### src/rtl/snoopy_bus_arbiter.sv
// Round-robin owner arbiter for the shared snoopy bus.
// Grants wait for snoop quiescence; a watchdog flags long owners.
module snoopy_bus_arbiter #(
  parameter int NUMBER_OF_CACHES = 4,
  parameter int MAX_GRANT_CYCLES = 16
) (
  input  logic                                clock,
  input  logic                                reset,
  input  logic [NUMBER_OF_CACHES-1:0]         requests,
  input  logic                                snoopyBusy,
  output logic [NUMBER_OF_CACHES-1:0]         grants,
  output logic [$clog2(NUMBER_OF_CACHES)-1:0] ownerId,
  output logic                                ownerValid,
  output logic                                timeout
);

  localparam int IW = $clog2(NUMBER_OF_CACHES);
  localparam int CW = (MAX_GRANT_CYCLES < 1) ? 1
                    : $clog2(MAX_GRANT_CYCLES + 1);
  localparam logic [CW-1:0] MAXC = CW'(MAX_GRANT_CYCLES);
  localparam logic [IW-1:0] LASTID = IW'(NUMBER_OF_CACHES - 1);
  localparam bit WD_EN = (MAX_GRANT_CYCLES != 0);

  typedef enum logic {
    IDLE,
    GRANTED
  } arbStateT;

  arbStateT state, stateNext;

  logic [IW-1:0] pointer, pointerNext;
  logic [CW-1:0] grantCounter, counterNext;
  logic [NUMBER_OF_CACHES-1:0] grantsNext;
  logic [IW-1:0] ownerIdNext;
  logic ownerValidNext;
  logic timeoutNext;
  logic [IW-1:0] winner;
  logic [IW-1:0] cand;
  logic found;
  int idx;

  // Circular search starting at the priority pointer.
  always_comb begin
    found  = 1'b0;
    winner = pointer;
    idx    = 0;
    cand   = '0;
    for (int k = 0; k < NUMBER_OF_CACHES; k++) begin
      idx  = (int'(pointer) + k) % NUMBER_OF_CACHES;
      cand = IW'(idx);
      if (!found && requests[cand]) begin
        found  = 1'b1;
        winner = cand;
      end
    end
  end

  always_comb begin
    stateNext      = state;
    pointerNext    = pointer;
    grantsNext     = grants;
    ownerIdNext    = ownerId;
    ownerValidNext = ownerValid;
    counterNext    = grantCounter;
    timeoutNext    = 1'b0;
    unique case (state)
      IDLE: begin
        if (!snoopyBusy && found) begin
          stateNext          = GRANTED;
          grantsNext         = '0;
          grantsNext[winner] = 1'b1;
          ownerIdNext        = winner;
          ownerValidNext     = 1'b1;
          counterNext        = CW'(1);
        end
      end
      GRANTED: begin
        if (requests[ownerId]) begin
          if (grantCounter < MAXC)
            counterNext = grantCounter + 1'b1;
        end else begin
          stateNext      = IDLE;
          grantsNext     = '0;
          ownerValidNext = 1'b0;
          counterNext    = '0;
          pointerNext    = (ownerId == LASTID) ? '0
                         : ownerId + 1'b1;
        end
      end
      default: stateNext = IDLE;
    endcase
    // Pulse only on the edge that first reaches the threshold.
    if (WD_EN && ownerValidNext
        && counterNext == MAXC
        && grantCounter != MAXC)
      timeoutNext = 1'b1;
  end

  always_ff @(posedge clock) begin
    if (!reset) begin
      state        <= IDLE;
      pointer      <= '0;
      grantCounter <= '0;
      grants       <= '0;
      ownerId      <= '0;
      ownerValid   <= 1'b0;
      timeout      <= 1'b0;
    end else begin
      state        <= stateNext;
      pointer      <= pointerNext;
      grantCounter <= counterNext;
      grants       <= grantsNext;
      ownerId      <= ownerIdNext;
      ownerValid   <= ownerValidNext;
      timeout      <= timeoutNext;
    end
  end

endmodule

### config.mk
export PLATFORM = sky130hd
export DESIGN_NAME = snoopy_bus_arbiter
export DESIGN_NICKNAME = d
export VERILOG_FILES = /design/src/rtl/snoopy_bus_arbiter.sv
export SDC_FILE = /design/constraint.sdc
export NUM_CORES = 1
export LEC_CHECK = 0
export ABC_AREA = 1
export CELL_PAD_IN_SITES_DETAIL_PLACEMENT = 0
export CELL_PAD_IN_SITES_GLOBAL_PLACEMENT = 1
export CORE_ASPECT_RATIO = 0.9
export CORE_UTILIZATION = 41
export DETAILED_ROUTE_END_ITERATION = 8
export GPL_TIMING_DRIVEN = 0
export PLACE_DENSITY = 0.9
export SLEW_MARGIN = 20
export SYNTH_ARGS = -nofsm -noshare
export SYNTH_HDL_FRONTEND = slang
export SYNTH_SLANG_ARGS = --single-unit
### constraint.sdc
create_clock -name clock -period 4.23 [get_ports clock]
set_input_delay 1.0575 -clock clock [delete_from_list [all_inputs] [get_ports clock]]
set_output_delay 1.0575 -clock clock [all_outputs]
set_load 0.02 [all_outputs]
==> results.tsv <==
metric	value	unit
syn_nets	204	
relSlewSlack	63.65	%
drc	0	
io_pins	15	
crit_fanout	10	
synth_top_family_by_area	simple AND/OR/NAND/NOR gates	
antenna_cells	0	
synth_compound_area_share	10.40	%
syn_area	1215	sq um
dr.pass1.iters	4	
worstMarginPinSlew	0.5453	ns
routed_via_density	4.754	
synthMuxAreaShare	0	%
grt_max_degree	11	
die_h	53.64	um
clk_path_buf_depth	2	
ir_drop	145.7	uV
wl	2.696	mm
max_freq	394.4	MHz
finalCritPeriodShare	59.94	%
postCtsSetupRepairBufs	0	
ys_types	27	
holdBufCountCts	0	
cts.clk_slew.worst_paths	0.09	ns
synth_seq_area_share	26.36	%
p_per_area	365.8	nW/um^2
die_w	59.38	um
finalPower	0.5272	mW
core-area	2770	sq um
track_usage	19.15	%
whs	0.4871	ns
setup_viol	0	
outcome	completed	
cts.sinks	16	
vias	1198	
routabilityCongestion	0.8360	
ctsResizeCount	0	
finalHoldViolCount	0	
avgRoutedWirePerCell	10.70	um
fill_cells	291	
initial_core_util	43.86	%
p_leak	0.6889	nW
synth-simple-area-share	47.27	%
rsz0062_at_grt	no	
cap_violations	0	
antenna_found_initial	0	
antenna_left	0	
cts_tree	built	
area_growth	18.64	%
fin_skew	0.007973	ns
hold_class	reg2reg	
synth_xor_area_share	1.442	%
root_buffer	clkbuf_4	
htreeDepth	1	
rows	18	
insertion_delay	0.29	ns
yosys_warnings	0	
dp_hpwl	2.131	mm
fin_setup_tns	0	ns
dieArea	3185	sq um
crit_type	in2reg	
cp.required	4.45	ns
maxSlewViolCount	0	
syn-instance-count	194	
first_global_vias	1077	
final_nets	223	
grt_pass1_wl	4.609	mm
critPathCaptureType	register	
critPathArrivalTime	2.75	ns
cts_made_buffers	3	
ys_seq_elements	16	
period_minus_slack	2.535	ns
grt_remaining_overflow	0	
synth_area_per_cell	6.262	sq um
drt_iter0_drc	46	
drive_gt1_share	16.04	%
yosys.area_share.adder	3.090	%
cp-start-kind	primary input	
io_buffers	14	
-- registers in the layout (all words and copies together), names as in the netlist --
| register | flops |
|---|---|
| grantCounter | 5 |
| grants | 4 |
| ownerId | 2 |
| ownerValid | 1 |
| pointer | 2 |
| state | 1 |
| timeout | 1 |
-- layout by cell type, fill, tap and decap left out, drive strengths merged --
cell	Yosys	layout
inv	23	23
nor2	17	17
ha	3	3
nand2	82	82
nor3	1	1
nand3	21	21
nand4	1	1
buf	4	4
dfxtp	16	16
clkbuf	1	5
o41ai	1	1
clkdlybuf4s50	0	14
xor2	2	2
o21ai	6	6
clkinv	2	2
a21oi	12	12
a31oi	2	2
-- layer usage --
metal / wire length, um / vias to the layer above / track usage, %
met5: 0 / - / 0
met4: 33 / 0 / 6.746
met3: 41 / 4 / 3.606
met2: 1308 / 11 / 31.84
met1: 1312 / 535 / 24.75
li1: - / 648 / -
-- worst max-delay path, cell delays in order --
cell,delay (ns)
clkdlybuf4s50_1,0.53
inv_1,0.08
nand2_1,0.10
nand3_1,0.07
nand2_1,0.13
inv_2,0.07
nand3_2,0.09
nand3_2,0.08
buf_6,0.15
a21oi_1,0.15
nand2_1,0.09
a21oi_2,0.13
-- metrics by stage --
step	area, sq um	setup slack, ns	utilization (%)	instances
floorplan	1215	2.152	-	194
global placement	1405	1.398	50.72	248
detailed placement	1405	1.418	50.72	248
CTS	1441	1.723	52.03	252
global route	1441	1.489	52.03	252
finish	1441	1.695	52.03	252
-- cells in the mapped netlist --
cell | n | area (sq um)
clkinv_2 | 1 | 5.000
a21oi_1 | 8 | 40.04
clkinv_1 | 1 | 3.750
buf_4 | 2 | 15.01
o21ai_0 | 4 | 20.02
nor3_1 | 1 | 5.000
nor2_2 | 2 | 12.51
o21ai_1 | 2 | 10.01
nor2_8 | 1 | 20.02
nand2_1 | 72 | 270.3
buf_6 | 2 | 22.52
inv_4 | 1 | 6.260
nand3_2 | 5 | 50.05
a21oi_2 | 4 | 35.03
nor2_1 | 14 | 52.55
nand3_1 | 16 | 80.08
a31oi_1 | 2 | 12.51
inv_2 | 2 | 7.510
nand2_2 | 7 | 43.79
clkbuf_1 | 1 | 3.750
xor2_1 | 2 | 17.52
ha_1 | 3 | 37.54
dfxtp_1 | 16 | 320.3
inv_1 | 20 | 75.07
nand2_4 | 3 | 33.78
nand4_1 | 1 | 6.260
o41ai_1 | 1 | 8.760
-- where the power goes --
group	total (mW)	internal, mW	switching (mW)	leakage [nW]
combinational	0.246	0.0918	0.154	0.537
sequential	0.180	0.167	0.0132	0.131
clock	0.102	0.0524	0.0494	0.0210
total	0.527	0.311	0.216	0.689
-- kinds of logic (layout without fill, tap and decap cells) --
| group | count (synthesis) | count (layout) |
|---|---|---|
| AOI/OAI and AO/OA | 21 | 21 |
| buffers and inverters | 30 | 48 |
| DFF | 16 | 16 |
| and+or+nand+nor | 122 | 122 |
| adders and majority gates | 3 | 3 |
| xor gates and xnor gates | 2 | 2 |
-- area by class of cell --
cell class	count	area, sq um	area share, %
sequential	16	320.3	22.22
tap	40	50.05	3.472
timing repair buffer	14	140.1	9.722
buffer	5	41.29	2.865
inverter	25	97.59	6.771
multi-input combinational	148	755.7	52.43
clock buffer	4	36.28	2.517
-- path summary, 6_finish.rpt --
check	from	to	slack, ns	cells past startpoint
worst min-delay path	grants[3]$_SDFFE_PN0P_	grants[3]$_SDFFE_PN0P_	0.49	2
worst min register to register	grants[3]$_SDFFE_PN0P_	grants[3]$_SDFFE_PN0P_	0.49	2
worst max-delay path	requests[0]	grants[2]$_SDFFE_PN0P_	1.69	12
worst max register to register	pointer[0]$_SDFFE_PN0P_	grants[2]$_SDFFE_PN0P_	2.45	12
Power figures use the tool's default switching activity.
